**src/rtl/load_store_unit.sv**
```systemverilog
// ----------------------------------------------------------------------------
// load_store_unit
//
// Multi-cycle data-memory access stage that sits directly behind the ALU.
// The ALU result is the effective address of an RV32I load or store, and rs2
// is the store data. The unit drives a request/grant/response memory bus,
// steers bytes onto the right lanes, sign/zero-extends load results and
// holds the core stalled until the access completes. Misaligned addresses,
// illegal size encodings and bus timeouts complete with an error flag.
//
// Ports:
//   i_clk, i_rst_n      clock (rising edge), asynchronous active-low reset
//   i_valid             memory instruction present, operands stable to o_done
//   i_is_store          1 = store, 0 = load
//   i_funct3            RV32I size/sign field (B, H, W, BU, HU)
//   i_addr              effective address
//   i_store_data        rs2 value
//   o_stall             i_valid & ~o_done, freezes PC and register writeback
//   o_done              one-cycle completion pulse
//   o_err               error flag, valid with o_done
//   o_load_data         extended load result, valid with o_done for loads
//   o_mem_req/we/addr   bus request, write enable, word-aligned address
//   o_mem_wdata/wstrb   lane-replicated store data and byte strobes
//   i_mem_gnt           request accepted
//   i_mem_rvalid        read data valid / write acknowledge
//   i_mem_rdata         read data
//
// Only DATA_LEN = 32 is supported. TIMEOUT = 0 disables the response
// timeout; otherwise TIMEOUT must be below 2**CNT_W.
// ----------------------------------------------------------------------------
module load_store_unit #(
    parameter int DATA_LEN = 32,
    parameter int TIMEOUT  = 255,
    parameter int CNT_W    = 8
) (
    input  logic                i_clk,
    input  logic                i_rst_n,
    input  logic                i_valid,
    input  logic                i_is_store,
    input  logic [2:0]          i_funct3,
    input  logic [DATA_LEN-1:0] i_addr,
    input  logic [DATA_LEN-1:0] i_store_data,
    output logic                o_stall,
    output logic                o_done,
    output logic                o_err,
    output logic [DATA_LEN-1:0] o_load_data,
    output logic                o_mem_req,
    output logic                o_mem_we,
    output logic [DATA_LEN-1:0] o_mem_addr,
    output logic [DATA_LEN-1:0] o_mem_wdata,
    output logic [3:0]          o_mem_wstrb,
    input  logic                i_mem_gnt,
    input  logic                i_mem_rvalid,
    input  logic [DATA_LEN-1:0] i_mem_rdata
);

    typedef enum logic [1:0] {
        IDLE,
        REQ,
        RESP,
        DONE
    } state_t;

    // The counter value seen in the last permitted RESP cycle: the counter is
    // cleared on grant, so the TIMEOUT-th RESP cycle observes TIMEOUT-1.
    localparam bit               TIMEOUT_EN = (TIMEOUT != 0);
    localparam logic [CNT_W-1:0] LAST_CNT   = TIMEOUT_EN ? CNT_W'(TIMEOUT - 1) : '0;

    state_t                state_q,    state_d;
    logic [2:0]            funct3_q,   funct3_d;
    logic [1:0]            addrLo_q,   addrLo_d;
    logic                  isStore_q,  isStore_d;
    logic [CNT_W-1:0]      cnt_q,      cnt_d;
    logic                  done_q,     done_d;
    logic                  err_q,      err_d;
    logic [DATA_LEN-1:0]   loadData_q, loadData_d;
    logic                  memReq_q,   memReq_d;
    logic                  memWe_q,    memWe_d;
    logic [DATA_LEN-1:0]   memAddr_q,  memAddr_d;
    logic [DATA_LEN-1:0]   memWdata_q, memWdata_d;
    logic [3:0]            memWstrb_q, memWstrb_d;

    logic                  illegal;
    logic                  misaligned;
    logic [DATA_LEN-1:0]   steerWdata;
    logic [3:0]            steerWstrb;
    logic [DATA_LEN-1:0]   shifted;
    logic [DATA_LEN-1:0]   extData;

    // Issue-time decode of the incoming instruction. funct3[1:0] = 11 has no
    // access size at all; the unsigned bit is meaningless for stores and for
    // word loads. Store data is replicated across every lane so the strobes
    // alone select which bytes the memory writes.
    always_comb begin
        illegal    = (i_funct3[1:0] == 2'b11) ||
                     (i_funct3[2] && (i_is_store || (i_funct3[1:0] == 2'b10)));
        misaligned = 1'b0;
        steerWdata = '0;
        steerWstrb = 4'b0000;
        case (i_funct3[1:0])
            2'b00: begin
                steerWdata = {4{i_store_data[7:0]}};
                steerWstrb = 4'b0001 << i_addr[1:0];
            end
            2'b01: begin
                misaligned = i_addr[0];
                steerWdata = {2{i_store_data[15:0]}};
                steerWstrb = i_addr[1] ? 4'b1100 : 4'b0011;
            end
            2'b10: begin
                misaligned = |i_addr[1:0];
                steerWdata = i_store_data;
                steerWstrb = 4'b1111;
            end
            default: begin
                misaligned = 1'b0;
            end
        endcase
    end

    // Load extraction from the response word: shift the addressed byte or
    // halfword down to bit 0, then extend according to the latched funct3.
    always_comb begin
        shifted = i_mem_rdata >> {addrLo_q, 3'b000};
        case (funct3_q)
            3'b000:  extData = {{24{shifted[7]}}, shifted[7:0]};
            3'b100:  extData = {24'h000000, shifted[7:0]};
            3'b001:  extData = {{16{shifted[15]}}, shifted[15:0]};
            3'b101:  extData = {16'h0000, shifted[15:0]};
            default: extData = i_mem_rdata;
        endcase
    end

    // Next-state and registered-output logic. Everything holds by default;
    // done and err are pulses, so they default low and are raised only on
    // the transition into DONE.
    always_comb begin
        state_d    = state_q;
        funct3_d   = funct3_q;
        addrLo_d   = addrLo_q;
        isStore_d  = isStore_q;
        cnt_d      = cnt_q;
        done_d     = 1'b0;
        err_d      = 1'b0;
        loadData_d = loadData_q;
        memReq_d   = memReq_q;
        memWe_d    = memWe_q;
        memAddr_d  = memAddr_q;
        memWdata_d = memWdata_q;
        memWstrb_d = memWstrb_q;

        case (state_q)
            IDLE: begin
                if (i_valid) begin
                    funct3_d   = i_funct3;
                    addrLo_d   = i_addr[1:0];
                    isStore_d  = i_is_store;
                    memAddr_d  = {i_addr[DATA_LEN-1:2], 2'b00};
                    memWdata_d = steerWdata;
                    memWstrb_d = i_is_store ? steerWstrb : 4'b0000;
                    if (illegal || misaligned) begin
                        memWe_d = 1'b0;
                        done_d  = 1'b1;
                        err_d   = 1'b1;
                        state_d = DONE;
                    end else begin
                        memWe_d  = i_is_store;
                        memReq_d = 1'b1;
                        state_d  = REQ;
                    end
                end
            end

            REQ: begin
                if (i_mem_gnt) begin
                    memReq_d = 1'b0;
                    cnt_d    = '0;
                    state_d  = RESP;
                end
            end

            RESP: begin
                cnt_d = cnt_q + CNT_W'(1);
                if (i_mem_rvalid) begin
                    if (!isStore_q) begin
                        loadData_d = extData;
                    end
                    done_d  = 1'b1;
                    state_d = DONE;
                end else if (TIMEOUT_EN && (cnt_q == LAST_CNT)) begin
                    done_d  = 1'b1;
                    err_d   = 1'b1;
                    state_d = DONE;
                end
            end

            DONE: begin
                state_d = IDLE;
            end

            default: begin
                state_d = IDLE;
            end
        endcase
    end

    // State and output registers. Reset abandons any bus transaction in
    // flight; the memory side shares this reset.
    always_ff @(posedge i_clk or negedge i_rst_n) begin
        if (!i_rst_n) begin
            state_q    <= IDLE;
            funct3_q   <= 3'b000;
            addrLo_q   <= 2'b00;
            isStore_q  <= 1'b0;
            cnt_q      <= '0;
            done_q     <= 1'b0;
            err_q      <= 1'b0;
            loadData_q <= '0;
            memReq_q   <= 1'b0;
            memWe_q    <= 1'b0;
            memAddr_q  <= '0;
            memWdata_q <= '0;
            memWstrb_q <= 4'b0000;
        end else begin
            state_q    <= state_d;
            funct3_q   <= funct3_d;
            addrLo_q   <= addrLo_d;
            isStore_q  <= isStore_d;
            cnt_q      <= cnt_d;
            done_q     <= done_d;
            err_q      <= err_d;
            loadData_q <= loadData_d;
            memReq_q   <= memReq_d;
            memWe_q    <= memWe_d;
            memAddr_q  <= memAddr_d;
            memWdata_q <= memWdata_d;
            memWstrb_q <= memWstrb_d;
        end
    end

    assign o_stall     = i_valid & ~done_q;
    assign o_done      = done_q;
    assign o_err       = err_q;
    assign o_load_data = loadData_q;
    assign o_mem_req   = memReq_q;
    assign o_mem_we    = memWe_q;
    assign o_mem_addr  = memAddr_q;
    assign o_mem_wdata = memWdata_q;
    assign o_mem_wstrb = memWstrb_q;

endmodule

```
**config.mk**
```make
export PLATFORM = sky130hd
export DESIGN_NAME = load_store_unit
export DESIGN_NICKNAME = d
export VERILOG_FILES = /design/src/rtl/load_store_unit.sv
export SDC_FILE = /design/constraint.sdc
export NUM_CORES = 1
export LEC_CHECK = 0
export BUFFER_PORTS_ARGS = -buffer_cell sky130_fd_sc_hd__buf_2
export CAP_MARGIN = 20
export CORE_MARGIN = 5
export CORE_UTILIZATION = 49
export DETAILED_ROUTE_END_ITERATION = 7
export PLACE_DENSITY = 0.77
export SYNTH_ARGS = -nofsm -noshare
export SYNTH_HDL_FRONTEND = slang
export SYNTH_SLANG_ARGS = --single-unit
```
**constraint.sdc**
```tcl
create_clock -name i_clk -period 2 [get_ports i_clk]
set_input_delay 0.4 -clock i_clk [delete_from_list [all_inputs] [get_ports i_clk]]
set_output_delay 0.4 -clock i_clk [all_outputs]
set_load 0.01 [all_outputs]
```
==> summary.txt, run 1 <==
Run status
  • Status: finished clean

Setup path
  • FF-to-FF End: o_load_data[19]$_DFFE_PN0P_
  • R2R cell count: 7
  • Startpoint types: flop
  • Arrival time worst endpoint: between 2 and 2.5 ns
  • Critical path class: flop to flop
  • RR Startpoint: state_q[0]$_DFFE_PN0P_
  • Crit-path max FO: 16
  • Critical Path Sink Type: flop
  • Worst reg2reg setup slack: ~0.13 ns
  • Worst path required time: roughly 2.3 ns

Synth
  • Synth Register Bits: between 100 and 150
  • Cell count after synthesis: 511
  • Count of cell types in the netlist: 56
  • Sequential share of the synthesized area: a little over half
  • Yosys top cell by area: dfrtp_1
  • EDFF count, synth: 0
  • Asr flop ratio synth: 100%
  • Most frequent cell after synthesis: dfrtp_1
  • Post-synth top cells: dfrtp_1, nor2_1, nand2_1, mux2_2
  • Top-area cell type share of the netlist area: between 50% and 60%
  • Avg Cell Area, Syn: approximately 11 um^2
  • Mapped Area: 5570 um^2
  • Synth Warn #: 0
  • Ranking of synthesized cells by area: dfrtp_1, mux2_2, nor2_1
  • Dominant synthesized flop cell: dfrtp_1

GRT
  • Overall routing resource usage: 24.4%
  • Initial antenna violation count: 0
  • Largest net degree at the start of global routing: 47
  • Vias in the first global route: 5264
  • Global-route wire length before repair: about 26 mm
  • Grt ovf: 0

CTS
  • CTS resizes: 0
  • Max Root-Sink Buffers: 2
  • Inserted Clock Buffers: 17
  • H-tree depth: 4
  • CTS Root Cell: clkbuf_16
  • Setup Fix Bufs, Post-CTS: 0
  • CTS tree: built
  • Clock transition at the registers of the reported paths: 0.05 ns
  • Clk_lat worst skew: ~0.41 ns
  • Clock sink count: between 100 and 150

STA
  • Setup violators final: 0
  • Slew margin rel.: between 60% and 70%
  • RSZ-0062 raised after global routing: no
  • Fmax: roughly 0.53 GHz
  • Hold Vio Cnt, Final: 0
  • Minimum clock period: about 1.9 ns
  • Worst-margin pin slew: 0.552 ns
  • Slew Limit Fails: 0
  • Clock Skew: approximately 0.0066 ns
  • Fin crit share: around 94%

Detailed routing
  • Vias: 5017
  • Final ANT Viol Nets: 0
  • DRC Markers: 0
  • Initial DRC count: 340
  • Detail-routed net length per standard cell: about 19 um
  • First-pass DRT Iterations: 5
  • Vias per cell: 5.69
  • Post-Route WL: roughly 16 mm

Power and ir drop
  • Pwr dens: around 1600 nW/um^2
  • Lkg Pwr: 3.67 nW
  • VDD IR max: between 0.0009 and 0.001 V

Die
  • Ports: 210
  • DIE AREA: roughly 14000 um^2
  • Initial core utilization: about half
  • Row count: 39
  • Core ar.: approximately 11000 um^2
  • Die Width: approximately 120 um
  • Die H: 117 um

Final layout
  • Final core utilization: between 60% and 70%
  • Final net count: roughly 840
  • Share of cells above drive strength 1: between 40% and 50%
  • ANT cells: 0
  • Final cell count without fillers: between 800 and 900
  • Area grow syn2layout: 33.3%

Placement
  • Placed cell count: 851
  • Final Wtd Congestion: a little over 0.9
  • IO buf count: ~210
  • HPWL after DPL: approximately 12 mm

Worst hold path
  • Hold-critical path endpoint: o_mem_wdata[28]$_DFFE_PN0P_
  • Hold Path Class: input port to flop
  • WHS Path Cells: 2
  • Worst Min Path Start: i_store_data[28]

Job
  • Max_cap viols: 0
==> registers in the layout (all words and copies together), names as in the netlist <==
signal	cells
cnt_q	8
o_done	1
o_mem_addr	30
o_mem_we	1
o_err	1
addrLo_q	2
o_mem_wstrb	4
o_mem_wdata	32
o_mem_req	1
state_q	2
funct3_q	3
isStore_q	1
o_load_data	32
==> cell type report <==
cell class                      instances  area, um^2
Fill cell                             865        3850
Sequential cell                       118        2950
Multi-Input combinational cell        341        2380
Timing Repair Buffer                  233        1290
Clock buffer                           20         447
Tap cell                              143         179
Clock inverter                         10         108
Inverter                               17        63.8
==> stage by stage <==
step | hold slack [ns] | setup TNS (ns) | power, mW | setup WS, ns | cell area (um^2)
CTS | 0.202 | 0 | 12.2 | 0.124 | 7420
detailed placement | 0.361 | -0.0980 | 9.24 | -0.0498 | 6860
floorplan | 0.104 | 0 | 7.19 | 0.179 | 5570
global placement | 0.353 | 0 | 9.03 | 0.0435 | 6860
global route | 0.207 | 0 | 12.9 | 0.00445 | 7420
finish | 0.220 | 0 | 12.1 | 0.128 | 7420
==> cell families after synthesis <==
kind of cell | Yosys count | share of synthesized area, %
AO/OA/AOI/OAI | 144 | 19.3
XOR/XNOR | 5 | 0.786
adder cells (fa/ha/maj) | 11 | 2.47
buffers and inverters | 53 | 4.22
flip-flops | 118 | 53.0
multiplexers | 44 | 9.08
other | 1 | 0.0673
AND/OR/NAND/NOR | 135 | 11.0
==> placed cells by master, fill, tap and decap left out, types with 10 or more instances in the layout <==
cell type	n
mux2i_1	10
o21ai_0	26
dfrtp_1	118
clkbuf_16	17
o22ai_2	10
a221o_1	12
ha_1	11
a21oi_1	26
mux2_2	32
nand2_1	50
buf_2	206
buf_4	22
inv_1	17
nor2_1	51
o22ai_1	13
==> report_power, final <==
group          switching [mW]  internal (mW)  total, mW
Combinational            2.71           2.29       5.00
Clock                    1.04           1.84       2.88
Sequential              0.700           3.52       4.22
Total                    4.45           7.64       12.1
==> critical path, stage by stage, from the launching register on <==
cell and delay [ns]:
dfrtp_1 0.41, inv_1 0.10, ha_1 0.19, nand2_1 0.07, or2_1 0.28, or3_1 0.34, buf_4 0.22, o22ai_1 0.18
==> worst max path at each step <==
stage                                 from                           to  cells past startpoint
global route        state_q[0]$_DFFE_PN0P_  o_load_data[19]$_DFFE_PN0P_                      7
finish              state_q[0]$_DFFE_PN0P_  o_load_data[19]$_DFFE_PN0P_                      7
detailed placement             i_funct3[1]        o_mem_req$_DFFE_PN0P_                      7
floorplan                      i_funct3[0]       state_q[1]$_DFFE_PN0P_                      6
global placement               i_funct3[1]       state_q[1]$_DFFE_PN0P_                      7
CTS                 state_q[0]$_DFFE_PN0P_  o_load_data[19]$_DFFE_PN0P_                      7
==> timing repair <==
action,4_1_cts,5_1_grt
endpoints found under the setup margin,0,0
hold buffers,1,0
endpoints found under the hold margin,26,0
==> layer usage <==
| metal | share of wire [%] | global-route usage (%) | vias up | wire [um] |
|---|---|---|---|---|
| met2 | 49 | 39.6 | 275 | 8020 |
| met3 | 9.7 | 6.99 | 29 | 1590 |
| li1 | - | - | 2290 | - |
| met4 | 2.1 | 10.9 | 0 | 338 |
| met5 | 0 | 0 | - | 0 |
| met1 | 39 | 30.5 | 2423 | 6480 |
Note: power is estimated with default switching activity, not from simulation.
==> run 2: changes to the inputs <==
PLACE_DENSITY = 0.86   (was 0.77)
==> run 2 against run 1 <==
Critical path depth did not move. Cell area rose by 1.3%. Clock skew rose by 0.0069 ns. Routed wire length rose by 0.64%. Final cell count rose by 0.23%. Utilization rose by 0.83 points. Sequential power barely moved. Count of clock-buffer cells in the layout rose by 1. Via count rose by 1.1%.
==> summary.txt, run 2 (synthesized netlist as in run 1, its figures left out) <==
Run status
  • Status: finished clean

STA
  • Slew Limit Fails: 0
  • Hold Vio Cnt, Final: 0
  • Worst-margin pin slew: roughly 0.51 ns
  • Minimum clock period: 1.87 ns
  • PnR worst setup slack: roughly 0.13 ns
  • RSZ-0062 raised after global routing: no
  • Fmax: around 0.53 GHz
  • Fin crit share: 93.6%
  • Clock Skew: 0.0134 ns
  • Slew margin rel.: roughly 66%
  • Fin Setup TNS: 0 ns
  • WHS: 0.207 ns
  • Setup violators final: 0

Detailed routing
  • DRC Markers: 0
  • Post-Route WL: approximately 17 mm
  • Vias: slightly above 5000
  • Final ANT Viol Nets: 0
  • Detail-routed net length per standard cell: 18.7 um
  • First-pass DRT Iterations: 5
  • Initial DRC count: ~500
  • Vias per cell: 5.74

Die
  • Die H: 117 um
  • Row count: 39
  • DIE AREA: between 10000 and 15000 um^2
  • Ports: 210
  • Core ar.: roughly 11000 um^2
  • Die Width: ~120 um
  • Initial core utilization: ~49%

Placement
  • IO buf count: ~210
  • HPWL after DPL: 12.4 mm
  • Placed Area: approximately 6900 um^2
  • Placement Setup Slack: between 0.0015 and 0.002 ns
  • Placed cell count: 851
  • Final Wtd Congestion: 0.935

CTS
  • CTS tree: built
  • CTS Root Cell: clkbuf_16
  • Max Root-Sink Buffers: 2
  • Clock sink count: 118
  • Inserted Clock Buffers: 17
  • Clk_lat worst skew: 0.42 ns
  • H-tree depth: 4
  • Clock transition at the registers of the reported paths: about 0.060 ns
  • Setup Fix Bufs, Post-CTS: 0

GRT
  • Global-route wire length before repair: between 20 and 30 mm
  • Grt ovf: 0
  • Largest net degree at the start of global routing: 55
  • Initial antenna violation count: 1
  • Overall routing resource usage: roughly 24%
  • Vias in the first global route: 5076

Final layout
  • Most common cell after layout, fill and taps aside: buf_2
  • Final core utilization: 66.7%
  • Final cell count without fillers: 884
  • Final Cell Area: about 7500 um^2
  • ANT cells: 0
  • Share of cells above drive strength 1: between 40% and 50%
  • Fillers: ~860
  • Most frequent cells in the layout: buf_2, dfrtp_1, nand2_1, nor2_1, mux2_2
  • Area grow syn2layout: 34.9%
  • Final net count: between 800 and 900

Setup path
  • Critical path class: flop to flop
  • R2R cell count: 7
  • Worst Setup EP: o_load_data[19]$_DFFE_PN0P_
  • Critical Path Sink Type: flop
  • Worst reg2reg setup slack: 0.13 ns
  • Worst path required time: 2.33 ns
  • Arrival time worst endpoint: 2.20 ns
  • Crit-path max FO: 16
  • RR Startpoint: state_q[0]$_DFFE_PN0P_
  • Startpoint types: flop
  • FF-to-FF End: o_load_data[19]$_DFFE_PN0P_
  • CP startpoint: state_q[0]$_DFFE_PN0P_

Power and ir drop
  • Pwr dens: about 1700 nW/um^2
  • Total power: roughly 12 mW
  • VDD IR max: 0.000868 V
  • Lkg Pwr: approximately 3.7 nW

Job
  • Max_cap viols: 0

Worst hold path
  • Hold Path Class: input port to flop
-- run 2: cell types whose count changed in the layout (fill, tap and decap cells not counted) --
cell / delta
buf_12: +1
buf_4: -1
bufinv_16: +2
clkbuf_8: +1
clkinv_2: -4
clkinv_4: +1
clkinvlp_4: +1
inv_6: +1
nor2_1: -1
nor2_2: +1
-- run 2: layout make-up --
| cell class | count | area, um^2 | area share, % |
|---|---|---|---|
| flip-flops and latches | 118 | 2950 | 39.3 |
| multi-input cells | 341 | 2390 | 31.8 |
| repair buffers | 233 | 1300 | 17.3 |
| clock buffers | 21 | 460 | 6.13 |
| well taps | 143 | 179 | 2.38 |
| clock inverters | 11 | 173 | 2.30 |
| inverters | 17 | 63.8 | 0.849 |
-- run 2: worst max-delay path: stages (launching register included) --
cell	delay, ns
dfrtp_1	0.40
inv_1	0.10
ha_1	0.20
nand2_1	0.08
or2_1	0.28
or3_1	0.33
buf_4	0.22
o22ai_1	0.17
-- run 2: how the worst min path moves through the flow --
stage,start,end,cells past startpoint
detailed placement,i_rst_n,o_load_data[25]$_DFFE_PN0P_,1
global placement,i_rst_n,o_load_data[25]$_DFFE_PN0P_,1
CTS,i_store_data[31],o_mem_wdata[31]$_DFFE_PN0P_,2
global route,i_store_data[31],o_mem_wdata[31]$_DFFE_PN0P_,2
finish,i_store_data[31],o_mem_wdata[31]$_DFFE_PN0P_,2
floorplan,i_rst_n,addrLo_q[0]$_DFFE_PN0P_,0
-- run 2: per-layer routing --
layer / vias up / wire [um] / GRT usage (%)
met5: - / 13 / 0
met4: 2 / 606 / 12.5
met3: 44 / 1780 / 8.50
met2: 298 / 7900 / 39.1
met1: 2433 / 6230 / 28.8
li1: 2295 / - / -
-- run 2: where the power goes --
group | total (mW) | internal [mW] | leakage [nW] | switching, mW
Combinational | 5.02 | 2.29 | 1.94 | 2.73
Sequential | 4.22 | 3.52 | 1.46 | 0.704
Clock | 3.23 | 2.15 | 0.296 | 1.08
-- run 2: repair_timing --
| action | 4_1_cts | 5_1_grt |
|---|---|---|
| endpoints found under the setup margin | 0 | 1 |
| gates resized for setup | 0 | 1 |
| hold buffers | 1 | 0 |
| hold endpoints to repair | 15 | 0 |
==> run 3: changes to the inputs <==
GPL_TIMING_DRIVEN = 0   (was default)
clock period = 1.74 ns   (was 2 ns; I/O delays follow)
==> run 3 against run 2 <==
Non-clock buffer count up 29. The run now ends with negative setup slack left. Count of clock-buffer cells in the layout up 3. Clock skew down 0.0045 ns. Setup slack worse by 0.16 ns. Critical path type unchanged. Critical path depth unchanged. Utilization up 2.1 points. Maximum frequency up 5.9%. Sequential power up 14%. Combinational power up 27%. Total power up 18%.
==> summary.txt, run 3 (synthesized netlist as in run 1, its figures left out) <==
Run status
  • Status: complete, but fails checks
  • Failing checks: negative setup slack

CTS
  • Clock transition at the registers of the reported paths: 0.05 ns
  • Inserted Clock Buffers: 17
  • Clk_lat worst skew: ~0.41 ns
  • Clock sink count: 118
  • CTS tree: built
  • H-tree depth: 4
  • Max Root-Sink Buffers: 2
  • CTS Root Cell: clkbuf_16

STA
  • Setup violators final: 3
  • Slew Limit Fails: 0
  • Fmax: 0.566 GHz
  • Clock Skew: around 0.009 ns
  • WHS: 0.164 ns
  • PnR worst setup slack: -0.0283 ns
  • RSZ-0062 raised after global routing: yes
  • Fin crit share: 102%
  • Slew margin rel.: between 60% and 70%
  • Minimum clock period: ~1.8 ns
  • Worst-margin pin slew: around 0.55 ns
  • Hold Vio Cnt, Final: 0

Setup path
  • Startpoint types: flop
  • Worst path required time: 2.03 ns
  • R2R cell count: 7
  • RR Startpoint: state_q[0]$_DFFE_PN0P_
  • FF-to-FF End: state_q[1]$_DFFE_PN0P_
  • Slowest stage delay, CP: just under 0.5 ns
  • Critical path's top delay family: simple AND/OR/NAND/NOR gates
  • CP startpoint: state_q[0]$_DFFE_PN0P_
  • Crit-path max FO: 4
  • CP max-delay cell: or4_1
  • Arrival time worst endpoint: between 2 and 2.5 ns
  • Worst reg2reg setup slack: -0.03 ns
  • Worst path buffer plus inverter count: 2
  • Crit-path cells: inv_2, ha_4, buf_6, nand2b_4, o21bai_4, and4b_1, or4_1
  • Critical path class: flop to flop
  • Critical Path Sink Type: flop

Final layout
  • Most frequent cells in the layout: buf_2, dfrtp_1, nand2_1, nor2_1, mux2_2
  • Final Cell Area: 7760 um^2
  • Most common cell after layout, fill and taps aside: buf_2
  • Share of cells above drive strength 1: between 40 and 50%
  • Fillers: around 790
  • Final cell count without fillers: about 900
  • Area grow syn2layout: 39.3%
  • Final net count: 873
  • ANT cells: 0

Worst hold path
  • WHS Path Cells: 2
  • Hold Path Class: input port to flop
  • Worst Min Path Start: i_addr[7]
  • Hold-critical path endpoint: o_mem_addr[7]$_DFFE_PN0P_

Die
  • Die Width: 117 um
  • DIE AREA: between 10000 and 15000 um^2
  • Core ar.: between 10000 and 15000 um^2
  • Row count: 39
  • Initial core utilization: between 40% and 50%
  • Die H: roughly 120 um
  • Ports: 210

Power and ir drop
  • Clk pwr share: between 20% and 30%
  • Pint: between 9 and 10 mW
  • Switching power: between 5 and 6 mW
  • Pwr dens: approximately 1900 nW/um^2
  • Reg power frac: between 30 and 40%
  • Switch share: roughly 37%
  • Combinational Power Share: around 43%
  • VDD IR max: around 0.0011 V
  • Lkg Pwr: between 3 and 4 nW

GRT
  • Global-route wire length before repair: around 27 mm
  • Overall routing resource usage: approximately a quarter
  • Grt ovf: 0
  • Initial antenna violation count: 0
  • Vias in the first global route: around 5400
  • Largest net degree at the start of global routing: just under 100

Detailed routing
  • Initial DRC count: 460
  • Vias per cell: between 5 and 6
  • DRC Markers: 0
  • Final ANT Viol Nets: 0
  • Vias: approximately 5300
  • Detail-routed net length per standard cell: ~20 um
  • Post-Route WL: about 18 mm
  • First-pass DRT Iterations: 5

Placement
  • Final Wtd Congestion: ~1
  • Placed cell count: ~860
  • IO buf count: slightly above 200
  • HPWL after DPL: approximately 13 mm
  • Placed Area: a little under 7000 um^2

Job
  • Max_cap viols: 0
run 3: repair_timing:
item | 4_1_cts | 5_1_grt
hold endpoints to repair | 21 | 0
gates cloned | 0 | 0
gates resized for setup | 35 | 31
pin swaps | 6 | 14
hold buffers | 1 | 0
buffers inserted | 8 | 12
endpoints found under the setup margin | 100 | 56
run 3: worst register-to-register path, stage by stage, from the launching register on:
cell and delay [ns]:
dfrtp_1 0.38, inv_2 0.09, ha_4 0.15, buf_6 0.11
nand2b_4 0.05, o21bai_4 0.19, and4b_1 0.19, or4_1 0.49
run 3: stage by stage:
stage	total power, mW	setup slack (ns)	setup TNS [ns]	util (%)
finish	14.7	-0.0283	-0.0427	68.8
global placement	10.3	-1.03	-137.17	60.3
global route	15.6	-0.0956	-0.680	68.8
CTS	14.4	-0.0226	-0.0899	67.4
floorplan	8.27	-0.0560	-0.548	-
detailed placement	10.6	-0.437	-23.08	60.6
run 3: worst max-delay path by stage:
stage / slack [ns] / endpoint / cells past startpoint
detailed placement: -0.44 / o_mem_addr[24]$_DFFE_PN0P_ / 6
CTS: -0.02 / o_load_data[30]$_DFFE_PN0P_ / 8
finish: -0.03 / state_q[1]$_DFFE_PN0P_ / 7
global route: -0.1 / state_q[1]$_DFFE_PN0P_ / 6
global placement: -1.03 / o_mem_addr[24]$_DFFE_PN0P_ / 1
floorplan: -0.06 / state_q[1]$_DFFE_PN0P_ / 7
run 3: final cells by class:
type	instances	area (um^2)	share of cell area, %
buffer	33	205	2.65
inverter	17	63.8	0.823
multi-input combinational	341	2520	32.5
tap	143	179	2.31
timing repair buffer	229	1240	16.0
sequential	118	2950	38.1
clock inverter	8	121	1.56
clock buffer	24	472	6.08
run 3: power groups by stage:
stage / clock [mW] / sequential, mW / combinational, mW
3_3_place_gp: 0 / 4.73 / 5.55
3_5_place_dp: 0 / 4.81 / 5.75
2_1_floorplan: 0 / 5.28 / 2.99
5_1_grt: 3.71 / 4.97 / 6.91
6_report: 3.52 / 4.82 / 6.37
4_1_cts: 3.56 / 4.80 / 6.06
run 3: layer usage:
metal | track usage (%) | vias to the layer above | wire [um]
li1 | - | 2353 | -
met1 | 30.4 | 2563 | 6540
met2 | 42.5 | 350 | 8670
met3 | 8.45 | 68 | 1970
met4 | 12.5 | 0 | 660
met5 | 0 | - | 0
